--- src/rtl/systolic_ctrl_pkg.sv ---
// Shared definitions for the systolic array controller: FSM state encoding
// and the default column-0-enable-to-result latency.
package systolic_ctrl_pkg;

  typedef enum logic [2:0] {
    IDLE   = 3'd0,
    LOAD_W = 3'd1,
    SAVE   = 3'd2,
    STREAM = 3'd3,
    DRAIN  = 3'd4,
    DONE   = 3'd5
  } state_e;

  // Skew in plus deskew out of an N x N array.
  function automatic int default_array_lat(input int array_size);
    return 2 * array_size - 1;
  endfunction

endpackage

--- src/rtl/pe_skew_line.sv ---
// Parameterised 1-bit shift register; tap k is din_i delayed k+1 cycles.
module pe_skew_line #(
  parameter int TAPS = 4
) (
  input  logic            clk,
  input  logic            rst,
  input  logic            din_i,
  output logic [TAPS-1:0] taps_o
);

  logic [TAPS-1:0] line_q;

  for (genvar gi = 0; gi < TAPS; gi++) begin : g_tap
    always_ff @(posedge clk) begin
      if (rst) begin
        line_q[gi] <= 1'b0;
      end else if (gi == 0) begin
        line_q[gi] <= din_i;
      end else begin
        line_q[gi] <= line_q[(gi > 0) ? gi - 1 : 0];
      end
    end
  end

  assign taps_o = line_q;

endmodule

--- src/rtl/systolic_ctrl.sv ---
// Weight-stationary array sequencer: weight tile load, broadcast save,
// skewed feature streaming and fixed-latency result-buffer writes.
module systolic_ctrl
  import systolic_ctrl_pkg::*;
#(
  parameter int ARRAY_SIZE = 16,
  parameter int VEC_W      = 10,
  parameter int ARRAY_LAT  = default_array_lat(ARRAY_SIZE),
  parameter int WADDR_W    = $clog2(ARRAY_SIZE)
) (
  input  logic                  clk,
  input  logic                  rst,
  input  logic                  start,
  input  logic [VEC_W-1:0]      cfg_num_vec,
  input  logic                  cfg_reuse,
  output logic                  busy,
  output logic                  done,
  output logic                  w_rd_en,
  output logic [WADDR_W-1:0]    w_addr,
  output logic                  pe_save,
  output logic                  f_rd_en,
  output logic [VEC_W-1:0]      f_addr,
  output logic [ARRAY_SIZE-1:0] pe_enable,
  output logic                  o_wr_en,
  output logic [VEC_W-1:0]      o_addr
);

  localparam logic [ARRAY_LAT-1:0] WR_LAST = ARRAY_LAT'(1) << (ARRAY_LAT - 1);

  state_e               state_q, state_d;
  logic [WADDR_W-1:0]   w_cnt_q, w_cnt_d;
  logic [VEC_W-1:0]     v_cnt_q, v_cnt_d;
  logic [VEC_W-1:0]     o_cnt_q, o_cnt_d;
  logic [VEC_W-1:0]     num_vec_q, num_vec_d;
  logic [ARRAY_SIZE-1:0] en_taps;
  logic [ARRAY_LAT-1:0]  wr_taps;
  logic                  drain_pending;

  pe_skew_line #(.TAPS(ARRAY_SIZE)) u_enable_skew (
    .clk    (clk),
    .rst    (rst),
    .din_i  (f_rd_en),
    .taps_o (en_taps)
  );

  pe_skew_line #(.TAPS(ARRAY_LAT)) u_write_delay (
    .clk    (clk),
    .rst    (rst),
    .din_i  (en_taps[0]),
    .taps_o (wr_taps)
  );

  // The final write tap fires in the cycle we decide to leave DRAIN.
  assign drain_pending = (|en_taps) | (|(wr_taps & ~WR_LAST));

  always_ff @(posedge clk) begin
    if (rst) begin
      state_q   <= IDLE;
      w_cnt_q   <= '0;
      v_cnt_q   <= '0;
      o_cnt_q   <= '0;
      num_vec_q <= '0;
    end else begin
      state_q   <= state_d;
      w_cnt_q   <= w_cnt_d;
      v_cnt_q   <= v_cnt_d;
      o_cnt_q   <= o_cnt_d;
      num_vec_q <= num_vec_d;
    end
  end

  always_comb begin
    state_d   = state_q;
    w_cnt_d   = w_cnt_q;
    v_cnt_d   = v_cnt_q;
    o_cnt_d   = o_cnt_q;
    num_vec_d = num_vec_q;
    if (o_wr_en) o_cnt_d = o_cnt_q + VEC_W'(1);
    unique case (state_q)
      IDLE: begin
        w_cnt_d = '0;
        v_cnt_d = '0;
        o_cnt_d = '0;
        if (start) begin
          num_vec_d = cfg_num_vec;
          if (!cfg_reuse)              state_d = LOAD_W;
          else if (cfg_num_vec == '0)  state_d = DONE;
          else                         state_d = STREAM;
        end
      end
      LOAD_W: begin
        w_cnt_d = w_cnt_q + WADDR_W'(1);
        if (w_cnt_q == WADDR_W'(ARRAY_SIZE - 1)) begin
          w_cnt_d = '0;
          state_d = SAVE;
        end
      end
      SAVE: state_d = (num_vec_q == '0) ? DONE : STREAM;
      STREAM: begin
        v_cnt_d = v_cnt_q + VEC_W'(1);
        if (v_cnt_q == num_vec_q - VEC_W'(1)) begin
          v_cnt_d = '0;
          state_d = DRAIN;
        end
      end
      DRAIN: if (!drain_pending) state_d = DONE;
      DONE: begin
        o_cnt_d = '0;
        state_d = IDLE;
      end
      default: state_d = IDLE;
    endcase
  end

  assign busy      = (state_q != IDLE);
  assign done      = (state_q == DONE);
  assign w_rd_en   = (state_q == LOAD_W);
  assign w_addr    = w_cnt_q;
  assign pe_save   = (state_q == SAVE);
  assign f_rd_en   = (state_q == STREAM);
  assign f_addr    = v_cnt_q;
  assign pe_enable = en_taps;
  assign o_wr_en   = wr_taps[ARRAY_LAT-1];
  assign o_addr    = o_cnt_q;

endmodule

--- config.mk ---
export PLATFORM = sky130hd
export DESIGN_NAME = systolic_ctrl
export DESIGN_NICKNAME = d
export VERILOG_FILES = /design/src/rtl/systolic_ctrl_pkg.sv /design/src/rtl/pe_skew_line.sv /design/src/rtl/systolic_ctrl.sv
export SDC_FILE = /design/constraint.sdc
export NUM_CORES = 1
export LEC_CHECK = 0
export CORE_UTILIZATION = 35
export DETAILED_ROUTE_END_ITERATION = 8
export SLEW_MARGIN = 20
export SYNTH_ARGS = -nofsm -noshare
export SYNTH_HDL_FRONTEND = slang
export SYNTH_SLANG_ARGS = --single-unit
--- constraint.sdc ---
create_clock -name clk -period 6.1 [get_ports clk]
set_input_delay 1.525 -clock clk [delete_from_list [all_inputs] [get_ports clk]]
set_output_delay 1.525 -clock clk [all_outputs]
set_load 0.1 [all_outputs]
-- After elaboration in Yosys (flattened, before gate mapping)
Cells that the tools add are included.
- bits in registers: 69
- bits in latches: 0
- memory bits (writable): 0
- ROM bits: 0
- output and inout port bits: 46
- word-level logic and storage cells: 76
- memories: 0
- add/subtract/negate cells: 4
- $mul: 0
- divide/modulo/power cells: 0
- $lt $le $gt $ge: 0
- equality and inequality tests: 11
- shifts and indexed selects: 0
- muxes and demuxes: 12
- bitwise operators: 1
- reductions and logical operators: 11
- operators with widths (operator ; number):
    OR reduction 30 bit ; 1
    2-to-1 mux 3 bit ; 7
    adder 10 x 1 -> 10 bit, second input constant ; 2
    zero test 10 bit ; 2
    one-hot mux 10 bit (2 select lines) ; 1
    OR reduction 16 bit ; 1
    one-hot mux 3 bit (5 select lines) ; 1
    == test 10 bit ; 1
    2-to-1 mux 10 bit ; 1
    subtractor 10 x 1 -> 10 bit, second input constant ; 1
    one-hot mux 4 bit (2 select lines) ; 1
    == test 3 x 2 -> 1 bit, second input constant ; 2
    == test 3 bit, second input constant ; 2
    adder 4 x 1 -> 4 bit, second input constant ; 1
    == test 4 bit, second input constant ; 1
    2-to-1 mux 4 bit ; 1
    inequality test 2 x 1 -> 1 bit, second input constant ; 2
    inequality test 2 bit, second input constant ; 2
    AND reduction 4 bit ; 1
    nonzero test 2 bit ; 2
    == test 3 x 1 -> 1 bit, second input constant ; 1
    zero test 3 bit ; 1
    nonzero test 3 bit ; 1
    OR reduction 3 bit ; 1
    other kinds (2) ; 2

-- Depth between registers and ports, before layout
- depth after elaboration: 5
- mapped depth: 10
- gate-level depth less buffers: 9

-- Modules after synthesis
A second synthesis with hierarchy kept.
- cells, all modules: 370
- area total of the unflattened synthesis: 3425.8 um2
- by module, submodules not included (module ; times used ; cells each ; area an instance (um2) ; sequential area each (um2)):
    systolic_ctrl ; 1 ; 272 ; 2113.3 ; 740.7
    pe_skew_line (u_write_delay) ; 1 ; 65 ; 848.3 ; 620.6
    pe_skew_line (u_enable_skew) ; 1 ; 33 ; 464.2 ; 320.3

-- Least setup slack after synthesis
Ideal clock, no wire load.
- path kind: register to output
- from: reg state_q[1]
- to: out pe_save
- data arrival time: 2.794 ns
- setup slack: 1.781 ns
- cell stages (with the launch flop): 3
- cells stage by stage: dfxtp_1 -> clkbuf_1 -> nor3b_1
- cells in the longest elaborated chain, start to end: 1
- RTL lines (element ; line ; text):
    start: declaration ; systolic_ctrl.sv:30 ; state_e state_q, state_d;
    start signal: assignment ; systolic_ctrl.sv:64 ; state_q <= state_d;
    == test 3 x 2 -> 1 bit ; systolic_ctrl.sv:119 ; assign pe_save = (state_q == SAVE);
    end: declaration ; systolic_ctrl.sv:20 ; output logic pe_save,
No other way between the ends.

-- Final worst setup path
- from: reg state_q[0]
- to: out f_rd_en
- cells in the longest elaborated chain, start to end: 1
- RTL lines (element ; line ; text):
    == test 3 x 2 -> 1 bit ; systolic_ctrl.sv:120 ; assign f_rd_en = (state_q == STREAM);
    end: declaration ; systolic_ctrl.sv:21 ; output logic f_rd_en,
No other way between the ends.

==> metrics.json <==
{
  "routed_wl": {"value": 6780, "unit": "um"},
  "routed_via_density": {"value": 5.02},
  "max_cap_violations": {"value": 0},
  "pin_count_of_the_biggest_net_entering_global_routing": {"value": 50},
  "synth_flop_cell": {"value": "sky130_fd_sc_hd__dfxtp_1"},
  "cp_data_arrival_time": {"value": 2.80, "unit": "ns"},
  "detail_route.drc_violations": {"value": 7},
  "irDropWorstVdd": {"value": 0.213, "unit": "mV"},
  "combPwrFrac": {"value": 31.6, "unit": "%"},
  "post_synth_inst_count": {"value": 367},
  "placement.setup.worst_slack": {"value": 2.19, "unit": "ns"},
  "netSwitchingPower": {"value": 0.000507, "unit": "W"},
  "p_sw_share": {"value": 40.0, "unit": "%"},
  "place.port_buffers": {"value": 59},
  "cts_buffers": {"value": 9},
  "ys.warnings.count": {"value": 0},
  "postCtsHoldBufs": {"value": 0},
  "clkPwrFrac": {"value": 28.0, "unit": "%"},
  "grt_usage": {"value": 14.8, "unit": "%"},
  "synthToLayoutAreaGrowth": {"value": 22.6, "unit": "%"},
  "report.final.slew_viol_count": {"value": 0},
  "clock_tree.buffer_depth": {"value": 2},
  "cts.clk_slew.worst_paths": {"value": 0.08, "unit": "ns"},
  "fmax": {"value": 231, "unit": "MHz"},
  "hold_viol": {"value": 0},
  "via_count": {"value": 2593},
  "post_synth.cell_area_avg": {"value": 8.72, "unit": "sq um"},
  "initial_core_util": {"value": 36.4, "unit": "%"},
  "power.sequential.fraction": {"value": 40.4, "unit": "%"},
  "die_width": {"value": 97.6, "unit": "um"},
  "drive_above_1_share": {"value": 8.07, "unit": "%"},
  "timing.critical_path.required": {"value": 4.58, "unit": "ns"},
  "clock_tree_from_tritoncts": {"value": "built"},
  "setup_tns": {"value": 0, "unit": "ns"},
  "gp_routability_congestion": {"value": 0.761},
  "rsz_0062_raised_after_global_routing": {"value": "false"},
  "hold_class": {"value": "reg -> reg"},
  "core.rowCount": {"value": 34},
  "cts_post_setup_buffers_inserted": {"value": 0},
  "run_status": {"value": "finished with violations"},
  "grt_pass1_wl": {"value": 11200, "unit": "um"},
  "timing.final.ws_setup": {"value": 1.78, "unit": "ns"},
  "io-pin-count": {"value": 60},
  "worstSetupPathType": {"value": "reg -> out"},
  "detail_route.first_pass.iterations": {"value": 6},
  "skew": {"value": 0.0105, "unit": "ns"},
  "worst_pin_slew": {"value": 0.984, "unit": "ns"},
  "worst_r2r_path_depth": {"value": 9},
  "syn_area": {"value": 3200, "unit": "sq um"},
  "grt_antenna_before_repair": {"value": 0},
  "hold_depth": {"value": 1},
  "ys_types": {"value": 52},
  "drt-wirelength-per-cell": {"value": 13.1, "unit": "um"},
  "first_global_vias": {"value": 2336},
  "worst_hold_slack": {"value": 0.466, "unit": "ns"},
  "initialDrtViolationCount": {"value": 110},
  "antennaDiodeCount": {"value": 0},
  "postSynthRegisterBits": {"value": 69},
  "design_internal_power": {"value": 0.000762, "unit": "W"},
  "start_kind": {"value": "register"},
  "layout_commonest_cell": {"value": "sky130_fd_sc_hd__dfxtp_1"},
  "violations_in_the_final_reports": {"value": "DRC"},
  "total_power": {"value": 0.00127, "unit": "W"},
  "post_synth_edffs": {"value": 0},
  "synth_nets": {"value": 386},
  "crit_fanout": {"value": 12},
  "ctsResizeCount": {"value": 0},
  "die-area": {"value": 9530, "unit": "sq um"},
  "design.final.nets": {"value": 423},
  "final_core_util": {"value": 44.6, "unit": "%"},
  "filler_cell_count": {"value": 871},
  "crit_end_element": {"value": "primary output"},
  "powerDensity": {"value": 323, "unit": "nW/um^2"},
  "synthArstFlopShare": {"value": 0, "unit": "%"},
  "tritoncts_num_sinks": {"value": 69},
  "total_leakage_power": {"value": 1.40, "unit": "nW"},
  "layout.cells.most_common_list": {"value": "69 x sky130_fd_sc_hd__dfxtp_1, 59 x sky130_fd_sc_hd__clkdlybuf4s50_1, 39 x sky130_fd_sc_hd__nand2_1, 33 x sky130_fd_sc_hd__nor2b_1, 28 x sky130_fd_sc_hd__nor2_1"},
  "reg2reg_setup_slack": {"value": 3.54, "unit": "ns"},
  "fin_crit_sh": {"value": 70.9, "unit": "%"},
  "die_height": {"value": 97.6, "unit": "um"},
  "clock_tree.htree_level_count": {"value": 3},
  "slew_headroom": {"value": 34.2, "unit": "%"},
  "fin_crit_period": {"value": 4.32, "unit": "ns"},
  "drtAntennaViolNets": {"value": 0},
  "worstSkewPairLatency": {"value": 0.34, "unit": "ns"},
  "core": {"value": 8810, "unit": "sq um"},
  "grt_overflow": {"value": 0},
  "cts-root-buf": {"value": "sky130_fd_sc_hd__clkbuf_8"},
  "final_setup_violation_count": {"value": 0},
  "detailedPlacementHpwl": {"value": 4800, "unit": "um"},
  "ys_seq_area_share": {"value": 43.1, "unit": "%"}
}
-- per-stage QoR --
step	cells	cell area, sq um
after floorplan	367	3200
after global placement	501	3740
after detailed placement	501	3740
after CTS	517	3930
after global routing	517	3930
final	517	3930
-- final timing paths --
check / startpoint / end
worst max-delay path: state_q[0] / f_rd_en
worst min-delay path: u_write_delay.taps_o[26] / u_write_delay.taps_o[27]
worst max register to register: num_vec_q[0] / state_q[0]
worst min register to register: u_write_delay.taps_o[26] / u_write_delay.taps_o[27]
-- power groups by stage --
stage / clock network, W / logic (W) / registers, W
final: 0.000355 / 0.000401 / 0.000512
after global routing: 0.000390 / 0.000435 / 0.000517
after CTS: 0.000368 / 0.000404 / 0.000512
after detailed placement: 0 / 0.000402 / 0.000522
after global placement: 0 / 0.000400 / 0.000521
after floorplan: 0 / 0.000328 / 0.000517
-- Yosys cell counts (all sizes together) (5+ instances only) --
library cell	count	share of area (%)
a211oi	6	1.6
a21oi	25	4.4
and2	6	1.2
buf	22	4.8
clkbuf	12	1.4
dfxtp	69	43
ha	5	2.0
inv	9	1.1
nand2	41	5.0
nand3	12	1.9
nand4	8	1.6
nor2	28	3.3
nor2b	33	6.4
nor3	5	0.78
nor3b	6	1.6
nor4	13	3.5
o21ai	12	1.9
xnor2	12	3.5
xor2	11	3.0
-- sequential cells by signal, indices dropped and copies added, names as in the netlist --
name / count
w_addr: 4
f_addr: 10
num_vec_q: 10
o_addr: 10
state_q: 3
u_enable_skew.taps_o: 16
u_write_delay.taps_o: 16
-- worst max-delay path, stage by stage (launching register included) --
cell and delay [ns]:
sky130_fd_sc_hd__dfxtp_1 0.53, sky130_fd_sc_hd__inv_1 0.13, sky130_fd_sc_hd__nor3b_1 0.55, sky130_fd_sc_hd__clkdlybuf4s50_1 1.26
-- area by class of cell --
type / instances / area, sq um / area share [%]
tap: 108 / 135 / 3.44
sequential: 69 / 1380 / 35.2
multi-input combinational: 255 / 1590 / 40.5
inverter: 9 / 33.8 / 0.861
timing repair buffer: 60 / 598 / 15.2
clock buffer: 9 / 124 / 3.16
clock inverter: 7 / 63.8 / 1.63
-- cells by family (layout without fill, tap and decap cells) --
| group | count (synthesis) | in the layout | synth area share (%) |
|---|---|---|---|
| AO/OA/AOI/OAI | 57 | 57 | 11.4 |
| XOR/XNOR | 23 | 23 | 6.53 |
| adder cells (fa/ha/maj) | 5 | 5 | 1.95 |
| buffers and inverters | 43 | 85 | 7.23 |
| flip-flops | 69 | 69 | 43.1 |
| multiplexers | 4 | 4 | 1.29 |
| AND/OR/NAND/NOR | 166 | 166 | 28.4 |
-- layer usage --
layer	vias up	GRT usage [%]	part of all wire, %
met5	-	0	0
met4	0	6.53	1.4
met3	11	4.24	5.6
met2	71	21.2	42
met1	1186	20.5	51
li1	1325	-	-
No activity file was read; power rests on OpenSTA's default activity.
